$ cat src/rtl/down_timer_if.sv
// Signal bundle for down_timer: load handshake, run controls and timer status.
// The design takes the slave modport; a driver such as a testbench takes the master.
interface down_timer_if #(
  parameter int unsigned WIDTH    = 16,
  parameter int unsigned UNF_BITS = 8
);
  logic                en;
  logic                load_valid;
  logic                load_ready;
  logic [WIDTH-1:0]    load_value;
  logic                load_periodic;
  logic                start;
  logic                stop;
  logic [WIDTH-1:0]    count;
  logic                busy;
  logic                unf;
  logic [UNF_BITS-1:0] unf_total;

  modport slave (
    input  en, load_valid, load_value, load_periodic, start, stop,
    output load_ready, count, busy, unf, unf_total
  );

  modport master (
    output en, load_valid, load_value, load_periodic, start, stop,
    input  load_ready, count, busy, unf, unf_total
  );
endinterface

$ cat src/rtl/down_timer.sv
// Loadable down-counting timer with one-shot or periodic reload, a one-cycle underflow
// strobe and a saturating underflow event counter.
module down_timer #(
  parameter int unsigned WIDTH          = 16,
  parameter int unsigned DEFAULT_RELOAD = 25,
  parameter int unsigned UNF_BITS       = 8
) (
  input logic           clk,
  input logic           rst,
  down_timer_if.slave   bus
);

  typedef enum logic [1:0] {StIdle, StRun, StExpired} state_e;

  state_e              r_state;
  logic [WIDTH-1:0]    r_count;
  logic [WIDTH-1:0]    r_reload;
  logic                r_periodic;
  logic                r_unf;
  logic [UNF_BITS-1:0] r_unf_total;

  logic w_load_ready;
  logic w_load_fire;

  assign w_load_ready = (r_state != StRun);
  assign w_load_fire  = bus.load_valid & w_load_ready;

  always_ff @(posedge clk or posedge rst) begin
    if (rst) begin
      r_state     <= StIdle;
      r_count     <= '0;
      r_reload    <= WIDTH'(DEFAULT_RELOAD);
      r_periodic  <= 1'b0;
      r_unf       <= 1'b0;
      r_unf_total <= '0;
    end else begin
      r_unf <= 1'b0;
      unique case (r_state)
        StIdle, StExpired: begin
          if (w_load_fire) begin
            r_reload   <= bus.load_value;
            r_periodic <= bus.load_periodic;
            r_count    <= bus.load_value;
            r_state    <= StIdle;
          end
          // A same-cycle load takes effect for this start, not the stale reload.
          if (bus.start) begin
            r_count <= w_load_fire ? bus.load_value : r_reload;
            r_state <= StRun;
          end
        end
        StRun: begin
          if (bus.stop) begin
            r_state <= StIdle;
          end else if (bus.en) begin
            if (r_count != '0) begin
              r_count <= r_count - 1'b1;
            end else begin
              r_unf <= 1'b1;
              if (r_unf_total != '1) r_unf_total <= r_unf_total + 1'b1;
              if (r_periodic) r_count <= r_reload;
              else            r_state <= StExpired;
            end
          end
        end
        default: r_state <= StIdle;
      endcase
    end
  end

  assign bus.load_ready = w_load_ready;
  assign bus.busy       = (r_state == StRun);
  assign bus.count      = r_count;
  assign bus.unf        = r_unf;
  assign bus.unf_total  = r_unf_total;

endmodule

$ cat src/flat_wrapper.sv
// flat-port wrapper written by rule: the top's interface ports become plain ports
module down_timer_flat 
#(
  parameter int unsigned WIDTH          = 16,
  parameter int unsigned DEFAULT_RELOAD = 25,
  parameter int unsigned UNF_BITS       = 8
)
  (clk, rst, bus_en, bus_load_valid, bus_load_value, bus_load_periodic, bus_start, bus_stop, bus_load_ready, bus_count, bus_busy, bus_unf, bus_unf_total);
  down_timer_if #(.WIDTH(WIDTH), .UNF_BITS(UNF_BITS)) bus_i ();
  input logic clk;
  input logic rst;
  input wire logic [$bits(bus_i.en)-1:0] bus_en;
  input wire logic [$bits(bus_i.load_valid)-1:0] bus_load_valid;
  input wire logic [$bits(bus_i.load_value)-1:0] bus_load_value;
  input wire logic [$bits(bus_i.load_periodic)-1:0] bus_load_periodic;
  input wire logic [$bits(bus_i.start)-1:0] bus_start;
  input wire logic [$bits(bus_i.stop)-1:0] bus_stop;
  output wire logic [$bits(bus_i.load_ready)-1:0] bus_load_ready;
  output wire logic [$bits(bus_i.count)-1:0] bus_count;
  output wire logic [$bits(bus_i.busy)-1:0] bus_busy;
  output wire logic [$bits(bus_i.unf)-1:0] bus_unf;
  output wire logic [$bits(bus_i.unf_total)-1:0] bus_unf_total;
  assign bus_i.en = bus_en;
  assign bus_i.load_valid = bus_load_valid;
  assign bus_i.load_value = bus_load_value;
  assign bus_i.load_periodic = bus_load_periodic;
  assign bus_i.start = bus_start;
  assign bus_i.stop = bus_stop;
  assign bus_load_ready = bus_i.load_ready;
  assign bus_count = bus_i.count;
  assign bus_busy = bus_i.busy;
  assign bus_unf = bus_i.unf;
  assign bus_unf_total = bus_i.unf_total;
  down_timer #(.WIDTH(WIDTH), .DEFAULT_RELOAD(DEFAULT_RELOAD), .UNF_BITS(UNF_BITS)) u_core (.clk(clk), .rst(rst), .bus(bus_i));
endmodule
$ cat config.mk
export PLATFORM = sky130hd
export DESIGN_NAME = down_timer_flat
export DESIGN_NICKNAME = d
export VERILOG_FILES = /design/src/rtl/down_timer_if.sv /design/src/rtl/down_timer.sv /design/src/flat_wrapper.sv
export SDC_FILE = /design/constraint.sdc
export NUM_CORES = 1
export LEC_CHECK = 0
export ABC_CLOCK_PERIOD_IN_PS = 3150
export BUFFER_PORTS_ARGS = -buffer_cell sky130_fd_sc_hd__buf_2
export CAP_MARGIN = 30
export CELL_PAD_IN_SITES_DETAIL_PLACEMENT = 1
export CELL_PAD_IN_SITES_GLOBAL_PLACEMENT = 1
export CORE_AREA = 3 3 82 84
export DETAILED_ROUTE_END_ITERATION = 7
export DIE_AREA = 0 0 85 87
export PLACE_DENSITY = 0.82
export SYNTH_ARGS = -nofsm -noshare
export SYNTH_HDL_FRONTEND = slang
export SYNTH_SLANG_ARGS = --single-unit
export TNS_END_PERCENT = 10
$ cat constraint.sdc
create_clock -name clk -period 3.15 [get_ports clk]
set_clock_uncertainty 0.15 [all_clocks]
set_input_delay 0.1575 -clock clk [delete_from_list [all_inputs] [get_ports clk]]
set_output_delay 0.1575 -clock clk [all_outputs]
set_load 0.02 [all_outputs]
---- After elaboration in Yosys (flattened, before gate mapping) ----
Index checks and enable logic that the tools add are counted.
storage, ports and cells
  bits of input ports ..................... 23
  logic and storage cells ................. 49
  bits in registers ....................... 44
  output and inout port bits .............. 27
cells by class
  eq/ne operators ......................... 11
  multiplexer cells ....................... 19
  add/sub/neg operators ................... 2
  reductions and logical operators ........ 8
  bitwise gates (word level) .............. 3
operator list
  cell                     count
  $mux W16                 7
  $pmux W16 S2             1
  $reduce_bool A16 Y1      1
  $sub A16 B1 Y16 const B  1
  $mux W2                  6
  $reduce_and A5 Y1        2
  $ne A3 B3 Y1 const B     3
  $add A8 B1 Y8 const B    1
  $ne A8 B8 Y1 const B     1
  $mux W1                  4
  $ne A2 B2 Y1 const B     2
  $pmux W2 S2              1
  $reduce_and A4 Y1        1
  $ne A3 B1 Y1 const B     1
  $ne A3 B2 Y1 const B     1
  $eq A2 B1 Y1 const B     1
  $eq A2 B2 Y1 const B     1
  $logic_not A2 Y1         1
  $ne A2 B1 Y1 const B     1
  $not A1 Y1               2
  $reduce_and A2 Y1        1
  $reduce_bool A2 Y1       1
  $reduce_or A2 Y1         1
  $and A1 B1 Y1            1

---- Depth between registers and ports, before layout ----
Gate-level depths: netlist of run 1.
  depth after elaboration ................. 5
  mapped depth ............................ 10
  gate-level depth less buffers ........... 7

---- Worst setup path before layout of run 1 ----
OpenSTA, ideal clock, no wires.
  path kind ............................... register -> register
  start ................................... reg u_core.r_count[0], in the netlist u_core.bus.count[0]
  end ..................................... reg u_core.r_count[0], in the netlist u_core.bus.count[0]
  period minus slack after synthesis ...... 2.634 ns
  stages on the path, launching flop included .. 9
  data arrival time ....................... 2.352 ns
  path buffers ............................ 1
  library setup time ...................... 0.132 ns
  required time ........................... 2.868 ns
  slack ................................... 0.516 ns
  cell sequence ........................... dfrtp_1 clkbuf_1 inv_1 ha_1 nor3b_1 nand4_4 o31ai_1 nor3_1 or3b_1
between the ends
  word-level cells in the longest chain between the ends .. 5
  elaborated cells on any way between the ends .. 8
  classes of those cells .................. 1 x add/sub; 1 x eq/ne; 4 x mux; 2 x reduce/logical
RTL lines
  what                                                           RTL line                            source
  start, declared                                                down_timer.sv:16                    logic [WIDTH-1:0] r_count;
  start signal, assigned                                         down_timer.sv:43                    r_count <= bus.load_value;
  start signal, assigned                                         down_timer.sv:48                    r_count <= w_load_fire ? bus.load_value : r_reload;
  start signal, assigned                                         down_timer.sv:57                    r_count <= r_count - 1'b1;
  $sub A16 B1 Y16 / $reduce_bool A16 Y1 (equally long branches)  down_timer.sv:57, down_timer.sv:56
  $mux W16                                                       down_timer.sv:56                    if (r_count != '0) begin
  $mux W16                                                       down_timer.sv:55                    end else if (bus.en) begin
  $mux W16                                                       down_timer.sv:53                    if (bus.stop) begin
  $pmux W16 S2                                                   down_timer.sv:38                    unique case (r_state)
Parallel ways exist; a longest one is shown, timed or not. The select of a mux whose other input is x is not followed.
A chain may end at the register's enable or synchronous reset.

---- Worst setup path after layout of run 1 ----
  start ................................... reg u_core.r_count[0], in the netlist u_core.bus.count[0]
  end ..................................... reg u_core.r_count[14], in the netlist u_core.bus.count[14]
Same word-level chain as after synthesis.

==> results of run 1 <==
## cell type report
| type | instances | area (µm²) | area share [%] |
|---|---|---|---|
| inverters | 8 | 30.0 | 0.967 |
| well taps | 75 | 93.8 | 3.02 |
| clock buffers | 8 | 90.1 | 2.90 |
| repair buffers | 73 | 473 | 15.2 |
| multi-input cells | 188 | 1310 | 42.3 |
| flip-flops and latches | 44 | 1100 | 35.6 |
## Yosys cell counts (all sizes together), types with 5 or more instances
cell type,instances,share of area [%]
a21oi,11,2.2
dfrtp,41,41
o221ai,7,2.5
inv,7,1.1
clkbuf,8,1.2
nand4,5,1.9
and3,6,1.6
nor2,19,3.0
nand2b,5,1.3
mux2,21,9.5
nand3,11,2.2
xnor2,5,1.8
o21ai,5,1.0
nor4,5,2.7
nand2,29,4.4
a2bb2oi,5,1.8
nor3,9,1.8
## how the worst max path moves through the flow
stage	from	end	slack (ns)	cells past startpoint
after floorplan	u_core.bus.count[0]$_DFFE_PP0P_	u_core.bus.count[0]$_DFFE_PP0P_	0.52	8
after global placement	u_core.bus.count[0]$_DFFE_PP0P_	u_core.bus.count[0]$_DFFE_PP0P_	0.48	7
after detailed placement	u_core.bus.count[0]$_DFFE_PP0P_	u_core.bus.count[0]$_DFFE_PP0P_	0.28	7
after CTS	u_core.bus.count[0]$_DFFE_PP0P_	u_core.bus.count[14]$_DFFE_PP0P_	0.25	8
after global routing	u_core.bus.count[0]$_DFFE_PP0P_	u_core.bus.count[14]$_DFFE_PP0P_	0.26	8
final	u_core.bus.count[0]$_DFFE_PP0P_	u_core.bus.count[14]$_DFFE_PP0P_	0.45	8
## state kept, by name (all words and copies together), names as in the netlist
register,cells
u_core.bus.count,16
u_core.r_reload,16
u_core.bus.unf,1
u_core.r_periodic,1
u_core.r_state,2
u_core.bus.unf_total,8
## power by group
part	switching, µW	total [µW]	internal, µW
Sequential	216	922	706
Clock	195	374	179
Combinational	456	778	322
Total	866	2070	1210
## per-stage QoR
step	std cells	setup WS [ns]	area (µm²)	utilization, %
after global routing	396	0.260	3100	51.8
after floorplan	252	0.516	2500	-
final	396	0.448	3100	51.8
after CTS	396	0.247	3100	51.7
after detailed placement	369	0.277	2820	47.1
after global placement	369	0.483	2820	47.1
## critical path: cells and delay by family (launching register included)
kind	cells	cell delay [ns]
buffers and inverters	2	0.45
and+or+nand+nor	2	0.61
AOI/OAI and AO/OA	3	0.72
DFF	1	0.49
adders and majority gates	1	0.18
## routing by layer
layer  up-vias  wire length, µm
met5         -                0
met4         0              149
met3        15              310
met2        55             3630
met1      1103             3220
li1       1064                -
## cell families after synthesis
| logic type | count (synthesis) |
|---|---|
| simple gates | 100 |
| compound gates | 53 |
| flops | 44 |
| mux | 25 |
| buf+inv | 20 |
| xor+xnor | 7 |
| fa+ha+maj | 3 |
## timing repair
item,CTS,global route
hold buffers,19,0
gates resized for setup,0,1
hold endpoints to repair,36,0
setup endpoints to repair,0,1
==> reports/results.ini, run 1 <==
[yosys]
yosys_warnings=0
synth-edff-count=0
muxShareOfSynthArea_pct=11.1
synth-async-reset-ratio_pct=100
synth_compound_area_share_pct=15.3
synth_top_family_by_area=simple AND/OR/NAND/NOR gates
ys_seq_elements=44
syn_nets=278
syn_inst=252
synthSimpleGateAreaFrac_pct=22.0
syn_avg_cell_area_um2=9.93
syn-cell-area_mm2=0.00250
synth_xor_area_share_pct=2.45
ys_seq_area_share_pct=44.2
synth_cell_types=55
ys.flop_type=dfrtp_1
synthAdderAreaFrac_pct=1.50

[sta]
setup_viol_count_final=0
post-route-min-period_ns=2.70
fmax_mhz=370
hold_ws_ns=0.0164
post-route-period-util_pct=85.8
max_slew_margin_pct=46.9
finalHoldViolCount=0
rsz0062_at_grt=no
slew_viol_final=0
fin_setup_tns_ns=0
tightest_slew_ns=0.791

[floorplanning]
die_h_um=87
pin_count=50
fp.dieArea_mm2=0.00740
coreArea_mm2=0.00599
start_util_pct=41.8
die_w_um=85
rows=28

[routing]
dr.pass1.iters=4
routed-via-count=2237
drt-total-wl_um=7320
drt_iter0_markers=124
wire_per_inst_um=18.5
via_per_inst=5.65
antenna_left=0
route.detailed.drc=0

[clocking]
clk_pin_slew_ns=0.08
postCtsSetupRepairBufs=0
clockBufferDepth=2
insertion_delay_ns=0.30
cts_tree=yes
numCtsBuffers=5
cts.sinks=44
root_buffer=clkbuf_8
cts.htree.levels=2

[worst_hold_path]
whs_endpoint=u_core.r_state[0]$_DFFE_PP0P_
worstHoldPathType=input pin to register
hold_path_startpoint=bus_en
min_delay_path_depth=3

[layout]
final_common_cell=buf_2
area_growth_syn_to_layout_pct=24.1
layout.nets=346
fill_cells=700
drive_gt1_share_pct=29.6
final_cell_mix=49 x buf_2, 41 x dfrtp_1, 29 x nand2_1
n_antenna_cell=0

[power]
p_per_area_mw_per_mm2=668
fin_total_pwr_uw=2070
peakVddDrop_mv=0.296
power.leakage_uw=0.00138

[global_route]
antenna_found_initial=0
use_met1_pct=26.6
gr-usage-all-layers_pct=20.8
grt_pass1_wl_um=12200
use_met2_pct=35.0
grt_pass1_vias=2398
grt_max_degree=25
gr-usage-met3_pct=3.88
grt_overflow=0
gr-max-usage-layer=met2

[critical_path]
worstPathRequired_ns=3.20
r2r-end=u_core.bus.count[14]$_DFFE_PP0P_
worstRegToRegCells=8
setup.worst_path.end_class=register
cp_data_arrival_time_ns=2.75
r2r_start=u_core.bus.count[0]$_DFFE_PP0P_
crit_type=register to register
startpoint_type=register
slowest_delay_ns=0.49
crit_chain=inv_1 -> ha_1 -> nor3b_2 -> nand4_4 -> o31ai_1 -> buf_4 -> a21oi_1 -> o22a_1
ff2ff_setup_slack_ns=0.45
slowest_stage=dfrtp_1
worstPathMaxFanout=14

[placement]
dp_hpwl_um=5160
routabilityCongestion=0.826
port_buffers=49

[outcome]
status=finished, final reports clean

[run]
maxCapViolCount=0

No activity file was read; power rests on OpenSTA's default activity.
==> run 2: changes to the inputs <==
Settings changed: CELL_PAD_IN_SITES_DETAIL_PLACEMENT 1 to default, CELL_PAD_IN_SITES_GLOBAL_PLACEMENT 1 to default, CORE_AREA 3 3 82 84 to 3 3 78 80, DIE_AREA 0 0 85 87 to 0 0 81 83, PLACE_DENSITY 0.82 to 0.72.
==> run 2 against run 1 <==
Net effect:
- combinational power fell by 1%
- count of clock-buffer cells in the layout fell by 3
- design area rose by 1.3%
- non-clock buffer count rose by 4
- clock power fell by 3%
- critical endpoint is now u_core.r_state[0]$_DFFE_PP0P_
- highest routed layer unchanged
==> reports/results.ini, run 2 (synthesized netlist as in run 1, its figures left out) <==
[clocking]
ctsResizeCount=0
clockBufferDepth=2
insertion_delay_ns=0.31
cts.sinks=44
numCtsBuffers=5
cts.htree.levels=2
root_buffer=clkbuf_8
clk_pin_slew_ns=0.08
cts_tree=yes
postCtsSetupRepairBufs=0

[floorplanning]
fp.dieArea_mm2=0.00672
die_w_um=81
rows=27
pin_count=50
die_h_um=83
start_util_pct=45.7
coreArea_mm2=0.00547

[sta]
setup_ws_ns=0.264
slew_viol_final=0
fin_setup_tns_ns=0
max_slew_margin_pct=46.2
setup_viol_count_final=0
post-route-min-period_ns=2.89
fmax_mhz=347
post-route-period-util_pct=91.6
rsz0062_at_grt=no
finalHoldViolCount=0
tightest_slew_ns=0.805

[routing]
drt_iter0_markers=126
wire_per_inst_um=16.4
route.detailed.drc=0
dr.pass1.iters=4
routed-via-count=2241
via_per_inst=5.64
antenna_left=0
drt-total-wl_um=6520

[critical_path]
setup.worst_path.end_class=register
worstPathMaxFanout=9
critPathLaunch=u_core.bus.count[0]$_DFFE_PP0P_
slowest_delay_ns=0.54
r2r_start=u_core.bus.count[0]$_DFFE_PP0P_
cp_data_arrival_time_ns=2.93
slowest_stage=dlygate4sd3_1
startpoint_type=register
crit_type=register to register
worstPathRequired_ns=3.19
crit_chain=inv_1 -> ha_1 -> nor3b_1 -> nand4_4 -> buf_4 -> nor2_1 -> nand2_1 -> a22o_1 -> dlygate4sd3_1
ff2ff_setup_slack_ns=0.26
worstRegToRegCells=9
r2r-end=u_core.r_state[0]$_DFFE_PP0P_
cp-endpoint=u_core.r_state[0]$_DFFE_PP0P_

[layout]
n_antenna_cell=0
drive_gt1_share_pct=30.5
layout.nets=350
final_common_cell=buf_2
final_cell_mix=49 x buf_2, 41 x dfrtp_1, 29 x nand2_1
area_growth_syn_to_layout_pct=25.8

[global_route]
grt_max_degree=21
gr-usage-all-layers_pct=20.6
grt_overflow=0
antenna_found_initial=0
grt_pass1_wl_um=11000
grt_pass1_vias=2235

[power]
p_per_area_mw_per_mm2=650
peakVddDrop_mv=0.338
power.leakage_uw=0.00141

[run]
maxCapViolCount=0

[placement]
routabilityCongestion=0.863
detailedPlace.worstSlack_ns=0.336
dp_hpwl_um=4570
port_buffers=49

[outcome]
status=finished, final reports clean

[worst_hold_path]
min_delay_path_depth=3
worstHoldPathType=input pin to register

run 2: cell count changes in the layout (fill, tap and decap cells not counted), sizes merged:
cell	before	now
buf	54	57
dlygate4sd3	19	20
clkbuf	8	5
clkinv	2	5
run 2: timing repair:
action | in CTS | in global routing
hold buffers | 20 | 0
endpoints found under the hold margin | 47 | 0
setup endpoints to repair | 0 | 0
run 2: critical path, delay by kind of cell (launching register included):
kind / cells / cell delay [ns]
buffers and inverters: 3 / 0.90
adder cells (fa/ha/maj): 1 / 0.18
AND/OR/NAND/NOR: 4 / 0.86
flip-flops: 1 / 0.49
AO/OA/AOI/OAI: 1 / 0.18
run 2: worst min-delay path by stage:
stage	startpoint	endpoint	slack [ns]
finish	bus_load_valid	u_core.r_state[1]$_DFFE_PP0P_	0.15
CTS	bus_load_valid	u_core.r_state[1]$_DFFE_PP0P_	0.14
floorplan	bus_start	u_core.r_state[0]$_DFFE_PP0P_	0.15
detailed placement	rst	u_core.r_reload[12]$_DFFE_PP0P_	0.005
global route	bus_load_valid	u_core.r_state[1]$_DFFE_PP0P_	0.14
global placement	rst	u_core.r_reload[10]$_DFFE_PP0P_	0.20
run 2: area by class of cell:
class	count	area (µm²)
flip-flops and latches	44	1100
multi-input cells	188	1310
well taps	72	90.1
clock inverters	3	18.8
repair buffers	77	526
fillers	520	2330
inverters	8	30.0
clock buffers	5	68.8
run 2: per-layer routing:
layer,GRT usage [%],wire length [µm],vias up
met1,28.6,2930,1092
met5,0,0,-
met4,7.07,101,0
li1,-,-,1074
met3,4.01,382,10
met2,32.0,3110,65
run 2: report_power, final:
group,internal (µW),switching [µW],total [µW]
Sequential,706,208,914
Clock,155,207,362
Combinational,329,441,770
run 2: metrics by stage:
stage               hold WS, ns  cells  cell area [µm²]  power, µW  utilization [%]
CTS                       0.136    397             3150       2050             57.5
global route              0.143    397             3150       2180             57.5
detailed placement      0.00465    369             2860       1670             52.2
finish                    0.145    397             3150       2050             57.5
global placement          0.195    368             2830       1640             51.7
floorplan                 0.153    252             2500       1400                -
